--- src/rtl/hex_scroll_pkg.sv ---
// Shared types, character codes and the code-to-segment mapping for the
// six-digit HEX scroll controller.
package hex_scroll_pkg;

   typedef enum logic [1:0] {
      IDLE = 2'd0,
      RUN  = 2'd1,
      HOLD = 2'd2
   } state_t;

   localparam int N_DIGITS = 6;

   localparam logic [4:0] CH_BLANK = 5'h10;
   localparam logic [4:0] CH_H     = 5'h11;
   localparam logic [4:0] CH_L     = 5'h12;
   localparam logic [4:0] CH_P     = 5'h13;
   localparam logic [4:0] CH_U     = 5'h14;
   localparam logic [4:0] CH_DASH  = 5'h15;

   localparam logic [6:0] BLANK_SEG = 7'h7F;

   // Active-low segments, bit0 = a .. bit6 = g; unknown codes render blank.
   function automatic logic [6:0] glyph(input logic [4:0] code);
      logic [6:0] seg;
      case (code)
         5'h00:   seg = 7'b1000000;
         5'h01:   seg = 7'b1111001;
         5'h02:   seg = 7'b0100100;
         5'h03:   seg = 7'b0110000;
         5'h04:   seg = 7'b0011001;
         5'h05:   seg = 7'b0010010;
         5'h06:   seg = 7'b0000010;
         5'h07:   seg = 7'b1111000;
         5'h08:   seg = 7'b0000000;
         5'h09:   seg = 7'b0010000;
         5'h0A:   seg = 7'b0001000;
         5'h0B:   seg = 7'b0000011;
         5'h0C:   seg = 7'b1000110;
         5'h0D:   seg = 7'b0100001;
         5'h0E:   seg = 7'b0000110;
         5'h0F:   seg = 7'b0001110;
         CH_H:    seg = 7'b0001001;
         CH_L:    seg = 7'b1000111;
         CH_P:    seg = 7'b0001100;
         CH_U:    seg = 7'b1000001;
         CH_DASH: seg = 7'b0111111;
         default: seg = BLANK_SEG;
      endcase
      return seg;
   endfunction

   // (pos + ofs) mod len; pos may briefly exceed len right after a shrink.
   function automatic logic [3:0] wrap_idx(input logic [3:0] pos,
                                           input logic [2:0] ofs,
                                           input logic [4:0] len);
      logic [4:0] sum;
      sum = {1'b0, pos} + {2'b00, ofs};
      if (len == 5'd0) return 4'd0;
      return 4'(sum % len);
   endfunction

endpackage

--- src/rtl/hex_glyph_rom.sv ---
// Combinational character-code to active-low seven-segment lookup.
module hex_glyph_rom
   import hex_scroll_pkg::*;
(
   input  logic [4:0] i_code,
   output logic [6:0] o_seg
);

   assign o_seg = glyph(i_code);

endmodule

--- src/rtl/hex_scroll_ctrl.sv ---
// Scrolls a 6-character window across a writable 16-entry message buffer and
// drives the DE10-Standard HEX5..HEX0 displays (active-low segments).
module hex_scroll_ctrl
   import hex_scroll_pkg::*;
#(
   parameter int STEP_DIV = 25000000,
   parameter int MAX_LEN  = 16
)(
   input  logic       clk,
   input  logic       rst_n,
   input  logic       wr_en,
   input  logic [3:0] wr_addr,
   input  logic [4:0] wr_data,
   input  logic [4:0] msg_len,
   input  logic       start,
   input  logic       stop,
   input  logic       pause,
   output logic [6:0] hex0,
   output logic [6:0] hex1,
   output logic [6:0] hex2,
   output logic [6:0] hex3,
   output logic [6:0] hex4,
   output logic [6:0] hex5,
   output logic       busy,
   output logic       step
);

   localparam int              PW        = $clog2(STEP_DIV);
   localparam logic [PW-1:0]   PRESC_MAX = PW'(STEP_DIV - 1);
   localparam logic [PW-1:0]   PRESC_ONE = PW'(1);
   localparam logic [4:0]      LEN_MAX   = 5'(MAX_LEN);

   state_t        r_state;
   state_t        w_state_nxt;
   logic [PW-1:0] r_presc;
   logic [3:0]    r_pos;
   logic [4:0]    r_buf [MAX_LEN];
   logic [6:0]    r_hex [N_DIGITS];
   logic          r_busy;
   logic          r_step;

   logic [4:0]    w_len;
   logic          w_active;
   logic          w_cnt_en;
   logic          w_wrap;
   logic          w_pos_oob;
   logic          w_adv;
   logic [4:0]    w_pos_inc;
   logic [4:0]    w_code [N_DIGITS];
   logic [6:0]    w_seg  [N_DIGITS];

   assign w_len = (msg_len > LEN_MAX) ? LEN_MAX : msg_len;

   always_ff @(posedge clk or negedge rst_n) begin
      if (!rst_n) r_state <= IDLE;
      else        r_state <= w_state_nxt;
   end

   // stop outranks start and pause; start is ignored once scrolling.
   always_comb begin
      // NOTE: default first so every path assigns it and no latch is inferred.
      w_state_nxt = r_state;
      case (r_state)
         IDLE:    if (start && !stop) w_state_nxt = RUN;
         RUN: begin
            if (stop)       w_state_nxt = IDLE;
            else if (pause) w_state_nxt = HOLD;
         end
         HOLD: begin
            if (stop)        w_state_nxt = IDLE;
            else if (!pause) w_state_nxt = RUN;
         end
         default:            w_state_nxt = IDLE;
      endcase
   end

   // pause freezes the prescaler in the same cycle it is seen.
   always_comb begin
      w_active  = (r_state != IDLE);
      w_cnt_en  = (r_state == RUN) && !pause && !stop;
      w_wrap    = w_cnt_en && (r_presc == PRESC_MAX);
      w_pos_oob = ({1'b0, r_pos} >= w_len);
      w_adv     = w_wrap && !w_pos_oob;
      w_pos_inc = {1'b0, r_pos} + 5'd1;
      for (int d = 0; d < N_DIGITS; d++) begin
         w_code[d] = r_buf[wrap_idx(r_pos, 3'(N_DIGITS - 1 - d), w_len)];
      end
   end

   for (genvar g = 0; g < N_DIGITS; g++) begin : g_rom
      hex_glyph_rom u_rom (
         .i_code (w_code[g]),
         .o_seg  (w_seg[g])
      );
   end

   // NOTE: sequential state uses non-blocking assignments only.
   always_ff @(posedge clk or negedge rst_n) begin
      if (!rst_n) begin
         r_presc <= '0;
         r_pos   <= '0;
         r_step  <= 1'b0;
         r_busy  <= 1'b0;
      end else begin
         r_step <= w_adv;
         r_busy <= (w_state_nxt != IDLE);
         if (w_state_nxt == IDLE) begin
            r_presc <= '0;
            r_pos   <= '0;
         end else begin
            if (w_cnt_en) r_presc <= w_wrap ? '0 : r_presc + PRESC_ONE;
            if (w_pos_oob)  r_pos <= '0;
            else if (w_adv) r_pos <= (w_pos_inc == w_len) ? 4'd0 : w_pos_inc[3:0];
         end
      end
   end

   always_ff @(posedge clk or negedge rst_n) begin
      if (!rst_n) begin
         for (int d = 0; d < N_DIGITS; d++) r_hex[d] <= BLANK_SEG;
      end else begin
         for (int d = 0; d < N_DIGITS; d++) begin
            r_hex[d] <= (w_active && (w_len != 5'd0)) ? w_seg[d] : BLANK_SEG;
         end
      end
   end

   // NOTE: the buffer is reset on purpose so a fresh run shows blanks, not junk.
   always_ff @(posedge clk or negedge rst_n) begin
      if (!rst_n) begin
         for (int i = 0; i < MAX_LEN; i++) r_buf[i] <= CH_BLANK;
      end else if (wr_en) begin
         r_buf[wr_addr] <= wr_data;
      end
   end

   assign hex0 = r_hex[0];
   assign hex1 = r_hex[1];
   assign hex2 = r_hex[2];
   assign hex3 = r_hex[3];
   assign hex4 = r_hex[4];
   assign hex5 = r_hex[5];
   assign busy = r_busy;
   assign step = r_step;

endmodule

--- config.mk ---
export PLATFORM = sky130hd
export DESIGN_NAME = hex_scroll_ctrl
export DESIGN_NICKNAME = d
export VERILOG_FILES = /design/src/rtl/hex_scroll_pkg.sv /design/src/rtl/hex_glyph_rom.sv /design/src/rtl/hex_scroll_ctrl.sv
export SDC_FILE = /design/constraint.sdc
export NUM_CORES = 1
export LEC_CHECK = 0
export BUFFER_PORTS_ARGS = -buffer_cell sky130_fd_sc_hd__buf_2
export CORE_UTILIZATION = 45
export CTS_BUF_LIST = sky130_fd_sc_hd__clkbuf_16
export DETAILED_ROUTE_END_ITERATION = 8
export PLACE_DENSITY = 0.68
export SYNTH_ARGS = -nofsm -noshare
export SYNTH_HDL_FRONTEND = slang
export SYNTH_HIERARCHICAL = 1
export SYNTH_SLANG_ARGS = --single-unit
--- constraint.sdc ---
create_clock -name clk -period 8.55 [get_ports clk]
set_input_delay 0.4275 -clock clk [delete_from_list [all_inputs] [get_ports clk]]
set_output_delay 0.4275 -clock clk [all_outputs]
set_load 0.02 [all_outputs]
After elaboration in Yosys (flattened, before gate mapping)
Memories as Yosys holds them, arrays and structs flattened.
Index checks and enable logic that the tools add are counted.
{ "word_totals": {"reg_bits": 155, "mem_bits_ro": 1344, "in_bits": 20, "output_inout_bits": 44, "memories": 6} }
{ "op_classes": {"n_addsub": 6, "n_div": 6, "order_cmp": 10, "eq_ne": 4, "n_mux": 49, "n_bitwise": 7, "reduce_logical": 18} }
{ "mem_list": {"columns": ["memory", "words", "width", "rd", "rd_clocked_by_memory_dff", "write_ports", "line_no", "rtl"], "rows": [
  ["(no name shown)", 32, 7, 1, 0, 0, "hex_scroll_pkg.sv:25", "case (code)"],
  ["(no name shown)", 32, 7, 1, 0, 0, "hex_scroll_pkg.sv:25", null],
  ["(no name shown)", 32, 7, 1, 0, 0, "hex_scroll_pkg.sv:25", null],
  ["(no name shown)", 32, 7, 1, 0, 0, "hex_scroll_pkg.sv:25", null],
  ["(no name shown)", 32, 7, 1, 0, 0, "hex_scroll_pkg.sv:25", null],
  ["(no name shown)", 32, 7, 1, 0, 0, "hex_scroll_pkg.sv:25", null]
]} }
{ "ops": {"columns": ["op", "n"], "rows": [
  ["binary-select mux 5 bit (select 4 bit)", 6],
  ["bitwise mux 80 bit", 1],
  ["two-way mux 25 bit", 3],
  ["two-way mux 5 bit", 14],
  ["two-way mux 4 bit", 11],
  ["two-way mux 7 bit", 6],
  [">= comparator 5 bit (second input constant)", 7],
  ["NOT 4 -> 5 bit", 7],
  ["adder 25 x 1 -> 25 bit (second input constant)", 1],
  ["== test 25 bit (second input constant)", 1],
  ["remainder unit 5 x 5 -> 5 bit", 5],
  ["demux 5 bit (select 4 bit)", 1],
  ["adder 4 x 2 -> 5 bit (second input constant)", 2],
  ["adder 4 x 3 -> 5 bit (second input constant)", 2],
  ["two-way mux 2 bit", 5],
  ["logical AND 1 bit", 7],
  ["one-hot mux 2 bit (3 select lines)", 1],
  ["nonzero test 2 bit", 3],
  ["adder 4 x 1 -> 5 bit (second input constant)", 1],
  ["== test 5 bit", 1],
  [">= comparator 4 x 5 -> 1 bit", 1],
  ["> comparator 5 bit (second input constant)", 1],
  ["logical NOT 5 bit", 1],
  ["< comparator 5 x 1 -> 1 bit (second input constant)", 1],
  ["other kinds (8)", 11]
]} }

Logic depth before layout (Yosys ltp)
Gate-level depths: netlist of run 1.
An unclocked memory read counts as a cell.
{ "logic_depth": {"ltp_word": 11, "ltp_mapped": 44, "ltp_nobuf": 40} }

Modules after synthesis
The synthesis of run 1 kept the hierarchy.
{ "by_module_without_submodules": {"columns": ["module", "n_inst", "cells_each", "area_each_um2", "seq_area_each_um2"], "rows": [
  ["hex_scroll_ctrl", 1, 1798, 15651.3, 3951.3],
  ["hex_glyph_rom", 6, 60, 474.2, 0.0]
]} }

Least setup slack after synthesis of run 1
OpenSTA, ideal clock, no wires.
{ "synth_path": {"path_type": "input -> register", "start": "input port msg_len[0]", "end": "register r_hex, in the netlist hex0[5]", "setup_ns": 0.084, "arrival_time_ns": 8.959, "required_ns": 8.466, "path_slack_ns": -0.493, "stages": 39, "n_path_buf": 5, "cell_sequence": "buf_2 -> nor2b_1 -> buf_2 -> buf_2 -> inv_1 -> ha_1 -> nor3_1 -> o22ai_1 -> inv_1 -> ha_1 -> or4b_2 -> a21oi_1 -> a21oi_1 -> ha_1 -> o21ai_0 -> nor2_1 -> o31ai_1 -> ha_1 -> [3 not listed] -> mux2_2 -> ha_1 -> or2_2 -> a21oi_1 -> or2_1 -> clkbuf_1 -> a31oi_1 -> nor2_1 -> buf_2 -> mux2_2 -> o221ai_1 -> nand4b_1 -> inv_1 -> ha_1 -> nor2b_1 -> o21bai_1 -> a221o_2 -> or2_2"} }
{ "synth_rtl": {"columns": ["element", "line_no", "rtl"], "rows": [
  ["start: declaration", "hex_scroll_ctrl.sv:14", "input logic [4:0] msg_len,"],
  ["end signal: indexed assignment", "hex_scroll_ctrl.sv:123", "r_hex[d] <= (w_active && (w_len != 5'd0)) ? w_seg[d] : BLANK_SEG;"],
  ["end: declaration", "hex_scroll_ctrl.sv:38", "logic [6:0] r_hex [N_DIGITS];"]
]} }

==> results of run 1 <==
## cell families after synthesis
group	share of synthesized area
AO/OA/AOI/OAI	0.234
XOR/XNOR	0.0377
adder cells (fa/ha/maj)	0.107
buffers and inverters	0.0635
flip-flops	0.214
multiplexers	0.148
other	0.000203
AND/OR/NAND/NOR	0.196
## per-layer routing
layer	up-vias	share of wire	wire [µm]
met5	-	0	0
met4	0	0.031	1920
met3	132	0.074	4630
met2	823	0.46	28700
met1	8934	0.44	27700
li1	8530	-	-
## cell type report
cell class | count | area [µm²] | area share
clock inverter | 15 | 146 | 0.00648
timing repair buffer | 374 | 2880 | 0.128
sequential | 155 | 3960 | 0.175
clock buffer | 17 | 425 | 0.0188
inverter | 70 | 272 | 0.0120
multi-input combinational | 1793 | 14300 | 0.631
tap | 525 | 657 | 0.0291
## flip-flops by register name (all words and copies together) (netlist names)
signal / cells
hex3: 7
hex0: 7
r_pos: 4
hex1: 7
r_buf: 80
hex4: 7
r_state: 2
hex2: 7
r_presc: 25
busy: 1
hex5: 7
step: 1
## through the flow
| step | util | TNS, ns | total power [W] | cells |
|---|---|---|---|---|
| after global placement | 0.518 | -1.43 | 0.00495 | 2871 |
| after detailed placement | 0.518 | -5.06 | 0.00503 | 2871 |
| after floorplan | - | -0.0931 | 0.00383 | 2158 |
| final | 0.564 | 0 | 0.00618 | 2949 |
| after global routing | 0.564 | -1.04 | 0.00658 | 2949 |
| after CTS | 0.536 | 0 | 0.00586 | 2908 |
## worst paths after layout
path | start | to | slack (ns) | cells past startpoint
worst max-delay path | r_pos[2] | hex0[5] | 0.12 | 37
worst min-delay path | rst_n | r_pos[1] | 0.03 | 1
worst max register to register | r_pos[2] | hex0[5] | 0.12 | 37
worst min register to register | r_presc[1] | r_presc[1] | 0.55 | 2
max in group asynchronous | rst_n | r_buf[42] | 7.03 | 2
min in group clk | stop | r_state[1] | 0.18 | 2
## critical path: cells and delay by family (launching register included)
| family | cells | cell delay (ns) |
|---|---|---|
| and+or+nand+nor | 11 | 2.35 |
| AOI/OAI and AO/OA | 12 | 2.35 |
| adders and majority gates | 6 | 1.65 |
| buffers and inverters | 6 | 0.80 |
| muxes | 2 | 0.73 |
| DFF | 1 | 0.45 |
## timing repair
action | CTS | global route
endpoints found under the hold margin | 0 | 0
resized for setup | 25 | 176
pin swaps | 3 | 71
gates cloned | 0 | 1
setup buffers | 5 | 40
endpoints found under the setup margin | 16 | 35
## where the power goes
part | total, W | switching, W | internal, W
Clock | 0.000769 | 0.000362 | 0.000407
Sequential | 0.00126 | 0.000278 | 0.000977
Combinational | 0.00416 | 0.00213 | 0.00203
## cells in the final DEF (no fill, tap or decap), drive strengths merged, types with 42 or more instances in the layout
cell | Yosys | layout
dfrtp | 97 | 97
a31oi | 42 | 42
xnor2 | 46 | 46
or2 | 54 | 54
nand2 | 196 | 196
o21ai | 127 | 127
dfstp | 58 | 58
nor3 | 47 | 47
buf | 75 | 374
inv | 68 | 74
a21oi | 127 | 127
nand3 | 57 | 57
mux2 | 102 | 102
o211ai | 44 | 44
mux2i | 109 | 109
ha | 148 | 148
nor2 | 149 | 149
==> impl_results.md, run 1 <==
- Final setup margin: between 0.1 and 0.15 ns
- Final std cell area, no fill: around 23000 µm²
- GRT Max-Usage Layer: met2
- Clk buf depth: 2
- CTS buffer count: 17
- Met1 Track Usage GR: 0.402
- Grt total ovfl: 0
- Final hold slack: between 0.02 and 0.03 ns
- Final wirelength: roughly 63000 µm
- Worst Max-Slew Pin Slew: ~0.95 ns
- Hold Crit Class: input port to asynchronous set/reset pin
- GRT Total Usage: 0.292
- Leak: approximately 9.7 nW
- Drt wl/cell: between 20 and 25 µm
- Worst Setup Start Kind: flop
- Synth area leaders: dfrtp_1 13%, ha_1 10%, dfstp_2 8.2%
- Port buffer count: between 60 and 70
- CTS Root Cell: clkbuf_16
- Crit path required time: 8.93 ns
- Vias in the first global route: between 15000 and 20000
- Proportion of layout cells with a drive suffix above 1: 0.349
- Sink Count: around 160
- DRC violations left: 0
- Post-synth ARST share: 1.00
- CTS H-tree lvls: 4
- Gpl congestion: just under 1
- Die area: ~42000 µm²
- Worst Setup End Kind: flop
- Fillers: approximately 3500
- PwrDens: between 200 and 300 nW/µm²
- Vias: roughly 18000
- Crit Path Class: flop to flop
- Initial Util: 0.461
- Yosys warnings: 6
- Seq cells post-synth: 155
- Diode count: 0
- DP HPWL: 47000 µm
- Max-slew violation count: 0
- TritonCTS clock tree: built
- Rel. slew slack: 0.366
- Wire length of the first global-routing pass: approximately 96000 µm
- List of most frequent post-synthesis cells: 196 x nand2_1, 148 x ha_1, 144 x nor2_1
- Syn avg cell area: 8.57 µm²
- Slowest stage delay, CP: 0.65 ns
- CTS clock-pin slew for the worst setup and hold paths: about 0.070 ns
- Die H: between 200 and 250 µm
- Min Clock Period, post-route: roughly 8.4 ns
- Largest net degree at the start of global routing: 80
- GR Util met3: 0.0399
- Worst vdd ir: roughly 0.00027 V
- Final hold violation count: 0
- Slowest CP cell: or4b_2
- Drt initial violations: about 2000
- Clock Skew: 0.0147 ns
- Yosys cell types: 103
- Part of the cycle the worst path needs: 0.986
- Area grow syn2layout: 22.2%
- Top-area cell type share of the netlist area: 0.131
- Largest area contributor in the netlist: dfrtp_1
- Initial antenna violation count: 0
- Die W: between 200 and 250 µm
- Detailed Routing Iterations Pass 1: 6
- Met2 usage: 0.462
- Mapped Cells: ~2200
- Clk_lat worst skew: between 0.4 and 0.5 ns
- Critical path arrival: ~8.8 ns
- Site Rows: 73
- Final setup violation count: 0
- Number of flops mapped to enable cells by yosys: 0
- Post-Syn Area: 18500 µm²
- Top FF cell, synth: dfrtp_1
- CP Max Fanout: 14
- Worst slack at placement: -0.437 ns
- Vias per cell: roughly 6.2
- Core ar.: between 40000 and 50000 µm²
- Max frequency: between 100 and 150 MHz
- Nets@finish: 2585
- Status: complete, no violations
- Sequential area share after synthesis: 0.214
- Io pins: 64
- Synthesized Nets: 2332
- Maxcap violations: 0
- Hold-fix buffers, CTS: 0
- Most common cell in the netlist: nand2_1
- DP Area: just over 20000 µm²
- ANT nets after route: 0
No activity file was read; power rests on OpenSTA's default activity.
==> run 2, diff against run 1 <==
--- a/config.mk
+++ b/config.mk
@@ -5,11 +5,11 @@
 export SDC_FILE = /design/constraint.sdc
 export NUM_CORES = 1
 export LEC_CHECK = 0
+export ABC_AREA = 1
 export BUFFER_PORTS_ARGS = -buffer_cell sky130_fd_sc_hd__buf_2
 export CORE_UTILIZATION = 45
 export CTS_BUF_LIST = sky130_fd_sc_hd__clkbuf_16
 export DETAILED_ROUTE_END_ITERATION = 8
-export PLACE_DENSITY = 0.68
 export SYNTH_ARGS = -nofsm -noshare
 export SYNTH_HDL_FRONTEND = slang
 export SYNTH_HIERARCHICAL = 1
==> impl_results.md, run 2 <==
- Status: complete, no violations
- Largest area contributor in the netlist: nand2_1
- CTS H-tree lvls: 4 (unchanged)
- Initial Util: 0.461 (about the same)
- DP HPWL: 46900 µm (-0.26%)
- Reg2Reg Depth: 50 (+35%)
- Port buffer count: 63 (unchanged)
- Clk buf depth: 2 (unchanged)
- Io pins: 64 (unchanged)
- List of most frequent post-synthesis cells: 1158 x nand2_1, 325 x nand3_1, 307 x inv_1
- Metal3 WL: 5920 µm (+28%)
- Die W: 205 µm (about the same)
- Slowest stage delay, CP: 0.40 ns (-0.25 ns)
- TritonCTS clock tree: built
- Seq cells post-synth: 155 (unchanged)
- Clk_lat worst skew: 0.48 ns (+0.02 ns)
- Most used cell, CP: nand2_1
- Worst Max-Slew Pin Slew: 0.968 ns (+0.0169 ns)
- Post-synth ARST share: 1.00 (unchanged)
- Mapped Cells: 3074 (+42%)
- Die area: 41900 µm² (about the same)
- Number of flops mapped to enable cells by yosys: 0 (unchanged)
- Wire length of the first global-routing pass: 100000 µm (+4.4%)
- Vias per cell: 5.59 (-11%)
- Final std cell area, no fill: 20200 µm² (-11%)
- Synthesized Nets: 3248 (+39%)
- Proportion of layout cells with a drive suffix above 1: 0.104 (-0.245)
- Most frequent cells in the layout: 1142 x nand2_1, 322 x nand3_1, 307 x inv_1, 203 x o21ai_0, 147 x ha_1
- DR top layer: met4
- Worst R2R Setup Slack: 0.66 ns (+0.55 ns)
- Clock Skew: 0.0184 ns (+0.00370 ns)
- Number of flip-flops under the largest register name: 80 (unchanged)
- Vias: 20274 (+10%)
- Routed length on met1: 29200 µm (+5.5%)
- Area grow syn2layout: 9.18%
- Worst hold start: wr_data[3]
- CTS buffer count: 17 (unchanged)
- Yosys cell types: 51 (-50%)
- Drt wl/cell: 17.5 µm (-18%)
- Vias in the first global route: 18196 (+2.9%)
- Fillers: 4198 (+19%)
- Initial antenna violation count: 0 (unchanged)
- Top FF cell, synth: dfrtp_1
- CP Max Fanout: 76 (+62)
- Endpoint, Worst Hold: r_buf[53]
- Part of the cycle the worst path needs: 0.922 (-0.0639)
- Rel. slew slack: 0.354 (-0.0113)
- Gpl congestion: 0.974 (-0.16%)
- Final hold violation count: 0 (unchanged)
- Max frequency: 127 MHz (+6.9%)
- GRT Total Usage: 0.307 (+0.0156)
- Yosys warnings: 6 (unchanged)
- Top-area cell type share of the netlist area: 0.235 (+0.104)
- Core ar.: 40100 µm² (unchanged)
- Critical R2R Capture: hex4[1]
- Detailed Routing Iterations Pass 1: 6 (unchanged)
- Grt total ovfl: 0 (unchanged)
- Crit Path Class: flop to flop
- Final setup violation count: 0 (unchanged)
- Commonest non-fill, non-tap cell in the layout: nand2_1
- Met2 Routed Length: 27000 µm (-6.1%)
- Site Rows: 73 (unchanged)
- Die H: 205 µm (about the same)
- ANT nets after route: 0 (unchanged)
- Final Total Pwr: 0.00656 W (+6.0%)
- Slowest CP cell: dfrtp_1
- Diode count: 0 (unchanged)
- Critical path arrival: 8.27 ns (-0.54 ns)
- DP Area: 19300 µm² (-7.1%)
- Crit path required time: 8.93 ns (about the same)
- Syn avg cell area: 6.01 µm² (-30%)
- CTS Root Cell: clkbuf_16
- Most flops, register: r_buf
- DRC violations left: 0 (unchanged)
- Worst vdd ir: 0.000166 V (-38%)
- Nets@finish: 3266 (+26%)
- Worst Setup Start Kind: flop
- Sequential area share after synthesis: 0.214 (about the same)
- Synth area leaders: nand2_1 24%, dfrtp_1 13%, ha_1 10%
- Worst Setup End Kind: flop
- Largest net degree at the start of global routing: 81 (+1.3%)
- Leak: 10.3 nW (+6.7%)
- Maxcap violations: 0 (unchanged)
- PwrDens: 325 nW/µm² (+19%)
- Hold Path Stages: 3
- CTS clock-pin slew for the worst setup and hold paths: 0.07 ns (about the same)
- Most common cell in the netlist: nand2_1
- Post-Syn Area: 18500 µm² (about the same)
- Sink Count: 155 (unchanged)
- Hold Crit Class: input port to flop
- Leading registers by flop count: r_buf: 80 flops, r_presc: 25 flops
- Final wirelength: 63700 µm (+1.1%)
- Drt initial violations: 2150 (+5.7%)
- Min Clock Period, post-route: 7.89 ns (-0.546 ns)
- Max-slew violation count: 0 (unchanged)
- Worst reg2reg path startpoint: r_pos[0]
==> run 2: repair_timing <==
action                                 in CTS  in global routing
hold buffers                                1                  0
buffers inserted                            0                  6
resized for setup                           0                 49
setup endpoints to repair                   0                 37
endpoints found under the hold margin      15                  0
==> run 2: stage by stage <==
stage,instances,TNS [ns],hold slack (ns),utilization,worst slack [ns]
floorplan,3074,0,0.132,-,1.42
global route,3630,-0.000469,0.185,0.503,-0.000469
detailed placement,3588,0,0.516,0.482,0.0620
finish,3630,0,0.195,0.503,0.663
CTS,3621,0,0.163,0.497,0.305
global placement,3588,0,0.508,0.482,0.168
==> run 2: layout make-up <==
type,instances,area (µm²),share of cell area
tap,525,657,0.0326
inverter,332,1330,0.0661
multi-input combinational,2455,12700,0.629
clock buffer,17,425,0.0211
sequential,155,3950,0.196
clock inverter,15,184,0.00912
timing repair inverter,1,7.51,0.000372
timing repair buffer,130,927,0.0459
==> run 2: logic make-up (layout without fill, tap and decap cells) <==
group                      Yosys count  in the layout  share of synthesized area
and+or+nand+nor                   1849           1849                      0.432
buffers and inverters              464            495                      0.106
AOI/OAI and AO/OA                  401            401                      0.118
DFF                                155            155                      0.214
adders and majority gates          154            154                      0.107
xor gates and xnor gates            50             50                     0.0237
other                                1              1                   0.000203
==> run 2: power by group <==
| group | total [W] | switching, W | leakage, nW | internal, W |
|---|---|---|---|---|
| Combinational | 0.00456 | 0.00310 | 8.14 | 0.00147 |
| Sequential | 0.00119 | 0.000240 | 1.87 | 0.000950 |
| Clock | 0.000807 | 0.000325 | 0.310 | 0.000483 |
==> run 2: layer usage <==
| metal | GRT usage | vias up |
|---|---|---|
| li1 | - | 10043 |
| met1 | 0.441 | 9260 |
| met2 | 0.463 | 862 |
| met3 | 0.0546 | 109 |
| met4 | 0.0936 | 0 |
| met5 | 0 | - |
==> run 2: how the worst max path moves through the flow <==
stage | from | end
final | r_pos[0] | hex4[1]
after global routing | r_pos[0] | hex4[1]
after CTS | r_pos[2] | hex2[1]
after detailed placement | msg_len[0] | hex3[1]
after global placement | msg_len[0] | hex3[1]
after floorplan | msg_len[0] | hex1[1]
==> run 2: worst max-delay path, delay by kind of cell, from the launching register on <==
kind	cells	cell delay, ns
fa+ha+maj	7	2.09
compound gates	10	1.75
buf+inv	10	1.14
simple gates	23	2.36
flops	1	0.40
==> run 3, diff against run 2 <==
--- a/config.mk
+++ b/config.mk
@@ -10,7 +10,7 @@
 export CORE_UTILIZATION = 45
 export CTS_BUF_LIST = sky130_fd_sc_hd__clkbuf_16
 export DETAILED_ROUTE_END_ITERATION = 8
+export PLACE_DENSITY = 0.65
 export SYNTH_ARGS = -nofsm -noshare
 export SYNTH_HDL_FRONTEND = slang
-export SYNTH_HIERARCHICAL = 1
 export SYNTH_SLANG_ARGS = --single-unit
==> impl_results.md, run 3 <==
- Yosys warnings: 0 (-6)
- Logic gate share of total power: 0.721 (+0.025)
- Vias in the first global route: 17889 (-1.7%)
- Syn avg cell area: 6.28 µm² (+4.4%)
- Clock share of power: 0.109 (-0.014)
- GRT Total Usage: 0.308 (+0.000950)
- DRC violations left: 0 (unchanged)
- FF+latch area: 3950 µm² (unchanged)
- TritonCTS clock tree: built
- Hold Crit Class: input port to asynchronous set/reset pin
- Die area: 41200 µm² (-1.7%)
- PwrDens: 341 nW/µm² (+5.0%)
- Largest area contributor in the netlist: nand2_1
- Grt total ovfl: 0 (unchanged)
- Multi-input gate area: 12500 µm² (-1.7%)
- Worst Max-Slew Pin Slew: 1.02 ns (+0.0492 ns)
- Final wirelength: 63300 µm (-0.54%)
- Nets@finish: 3082 (-5.6%)
- Final setup violation count: 0 (unchanged)
- Status: complete, no violations
- Slowest stage delay, CP: 0.36 ns (-0.04 ns)
- CTS Root Cell: clkbuf_16
- Most frequent cells in the layout: 997 x nand2_1, 329 x nand3_1, 271 x o21ai_0, 267 x inv_1, 143 x ha_1
- Clk_lat worst skew: 0.46 ns (-0.02 ns)
- Leak: 9.72 nW (-5.8%)
- Post-Layout Cell Count: 3450 (-5.0%)
- Seq cells post-synth: 155 (unchanged)
- Gpl congestion: 0.994 (+2.0%)
- Leading registers by flop count: r_buf: 80 flops, r_presc: 25 flops
- Max frequency: 127 MHz (-0.22%)
- Initial Util: 0.457 (-0.00376)
- ANT nets after route: 0 (unchanged)
- Most common cell in the netlist: nand2_1
- List of most frequent post-synthesis cells: 1001 x nand2_1, 329 x nand3_1, 275 x o21ai_0
- Crit path required time: 8.92 ns (about the same)
- DP Area: 18800 µm² (-2.7%)
- Area grow syn2layout: 7.12%
- Int Pwr: 0.00280 W (-3.4%)
- Worst Setup Start Kind: flop
- Commonest non-fill, non-tap cell in the layout: nand2_1
- Max-slew violation count: 0 (unchanged)
- Die W: 203 µm (-0.86%)
- Fillers: 4114 (-2.0%)
- Sequential area share after synthesis: 0.218 (+0.00374)
- Hold-fix buffers, CTS: 0 (-1)
- Sink Count: 155 (unchanged)
- Min Clock Period, post-route: 7.90 ns (+0.0175 ns)
- Detailed Routing Iterations Pass 1: 7 (+1)
- Rel. slew slack: 0.322 (-0.0328)
- Drt initial violations: 2182 (+1.5%)
- Vias per cell: 5.76 (+3.1%)
- Io pins: 64 (unchanged)
- Initial antenna violation count: 0 (unchanged)
- CTS clock-pin slew for the worst setup and hold paths: 0.08 ns (about the same)
- Vias: 19869 (-2.0%)
- Clk buf depth: 2 (unchanged)
- Core ar.: 39700 µm² (-0.91%)
- Largest net degree at the start of global routing: 81 (unchanged)
- Part of the cycle the worst path needs: 0.924 (+0.00205)
- Site Rows: 73 (unchanged)
- Final hold violation count: 0 (unchanged)
- Crit Path Class: flop to flop
- Diode count: 0 (unchanged)
- Post-synth ARST share: 1.00 (unchanged)
- CP Max Fanout: 51 (-33%)
- Worst vdd ir: 0.000147 V (-12%)
- Reg power frac: 0.170 (-0.011)
- Slowest CP cell: dfrtp_1
- Synthesized Nets: 3064 (-5.7%)
- CTS H-tree lvls: 4 (unchanged)
- Proportion of layout cells with a drive suffix above 1: 0.110 (+0.00606)
- Number of flip-flops under the largest register name: 80 (unchanged)
- Switching part of the total power: 0.578 (+0.0200)
- Maxcap violations: 0 (unchanged)
- Worst R2R Setup Slack: 0.65 ns (-0.02 ns)
- Final setup TNS: 0 ns (unchanged)
- Synth area leaders: nand2_1 21%, dfrtp_1 13%, ha_1 9.9%
- Critical path arrival: 8.27 ns (about the same)
- Reported net switching power: 0.00384 W (+4.9%)
- Top FF cell, synth: dfrtp_1
- Final std cell area, no fill: 19500 µm² (-3.6%)
- CTS buffer count: 17 (unchanged)
- Top-area cell type share of the netlist area: 0.207 (-0.0283)
- Wire length of the first global-routing pass: 99500 µm (-0.99%)
- Most used cell, CP: nand2_1
- Mapped Cells: 2894 (-5.9%)
- Number of flops mapped to enable cells by yosys: 0 (unchanged)
- Drt wl/cell: 18.4 µm (+4.7%)
- Unrepaired setup endpoints after global routing: false
- Critical R2R Capture: hex4[3]
- Yosys cell types: 57 (+12%)
- Most flops, register: r_buf
- Reg2Reg Depth: 46 (-8.0%)
- Clock Skew: 0.0207 ns (+0.00231 ns)
- DP HPWL: 48200 µm (+2.7%)
- DP Cell Count: 3409 (-5.0%)
- Worst reg2reg path startpoint: r_pos[0]
- Die H: 203 µm (-0.86%)
- Post-Syn Area: 18200 µm² (-1.7%)
- Worst Setup End Kind: flop
- Port buffer count: 63 (unchanged)
- Final hold slack: 0.0174 ns (-0.177 ns)
==> run 3: area by class of cell <==
type / count / area share
repair buffers: 108 / 0.0377
multi-input cells: 2341 / 0.641
clock inverters: 15 / 0.00585
inverters: 289 / 0.0565
well taps: 525 / 0.0338
clock buffers: 17 / 0.0219
flip-flops and latches: 155 / 0.203
==> run 3: cells by family after synthesis <==
| family | count (synthesis) | share of synthesized area |
|---|---|---|
| fa+ha+maj | 150 | 0.106 |
| xor+xnor | 45 | 0.0217 |
| other cells | 1 | 0.000206 |
| compound gates | 508 | 0.157 |
| buf+inv | 399 | 0.0978 |
| simple gates | 1636 | 0.400 |
| flops | 155 | 0.218 |
==> run 3: how the worst max path moves through the flow <==
stage / start / to / slack, ns / cells past startpoint
after floorplan: msg_len[0] / hex1[3] / 1.32 / 52
after global placement: msg_len[0] / hex1[5] / 0.33 / 53
after detailed placement: msg_len[0] / hex1[5] / 0.08 / 52
after CTS: r_pos[2] / hex1[5] / 0.36 / 51
after global routing: r_pos[2] / hex1[3] / 0.003 / 54
final: r_pos[0] / hex4[3] / 0.65 / 46
==> run 3: per-stage QoR <==
step                      power [W]  worst slack (ns)   util
after floorplan             0.00466              1.32      -
after CTS                   0.00650             0.355  0.487
after global placement      0.00572             0.332  0.473
after detailed placement    0.00576            0.0791  0.473
after global routing        0.00723           0.00347  0.490
final                       0.00664             0.646  0.490
==> run 3: worst max-delay path, delay by kind of cell (launching register included) <==
| kind | cells | cell delay [ns] |
|---|---|---|
| AND/OR/NAND/NOR | 21 | 2.46 |
| adder cells (fa/ha/maj) | 7 | 2.05 |
| AO/OA/AOI/OAI | 11 | 1.90 |
| buffers and inverters | 7 | 1.03 |
| flip-flops | 1 | 0.36 |
==> run 3: power groups by stage <==
stage,sequential (W),clock [W],combinational [W]
global route,0.00113,0.000766,0.00533
finish,0.00113,0.000724,0.00479
CTS,0.00111,0.000738,0.00466
detailed placement,0.00112,0,0.00464
global placement,0.00112,0,0.00461
floorplan,0.00112,0,0.00354
==> run 3: timing repair <==
item,4_1_cts,5_1_grt
setup buffers,0,8
gates resized for setup,0,20
setup endpoints to repair,0,27
endpoints found under the hold margin,0,0
==> run 3: layer usage <==
metal	share of wire	global-route usage	vias to the layer above
met4	0.027	0.0921	0
met5	0	0	-
met1	0.45	0.450	9189
li1	-	-	9633
met3	0.10	0.0518	106
met2	0.42	0.460	941
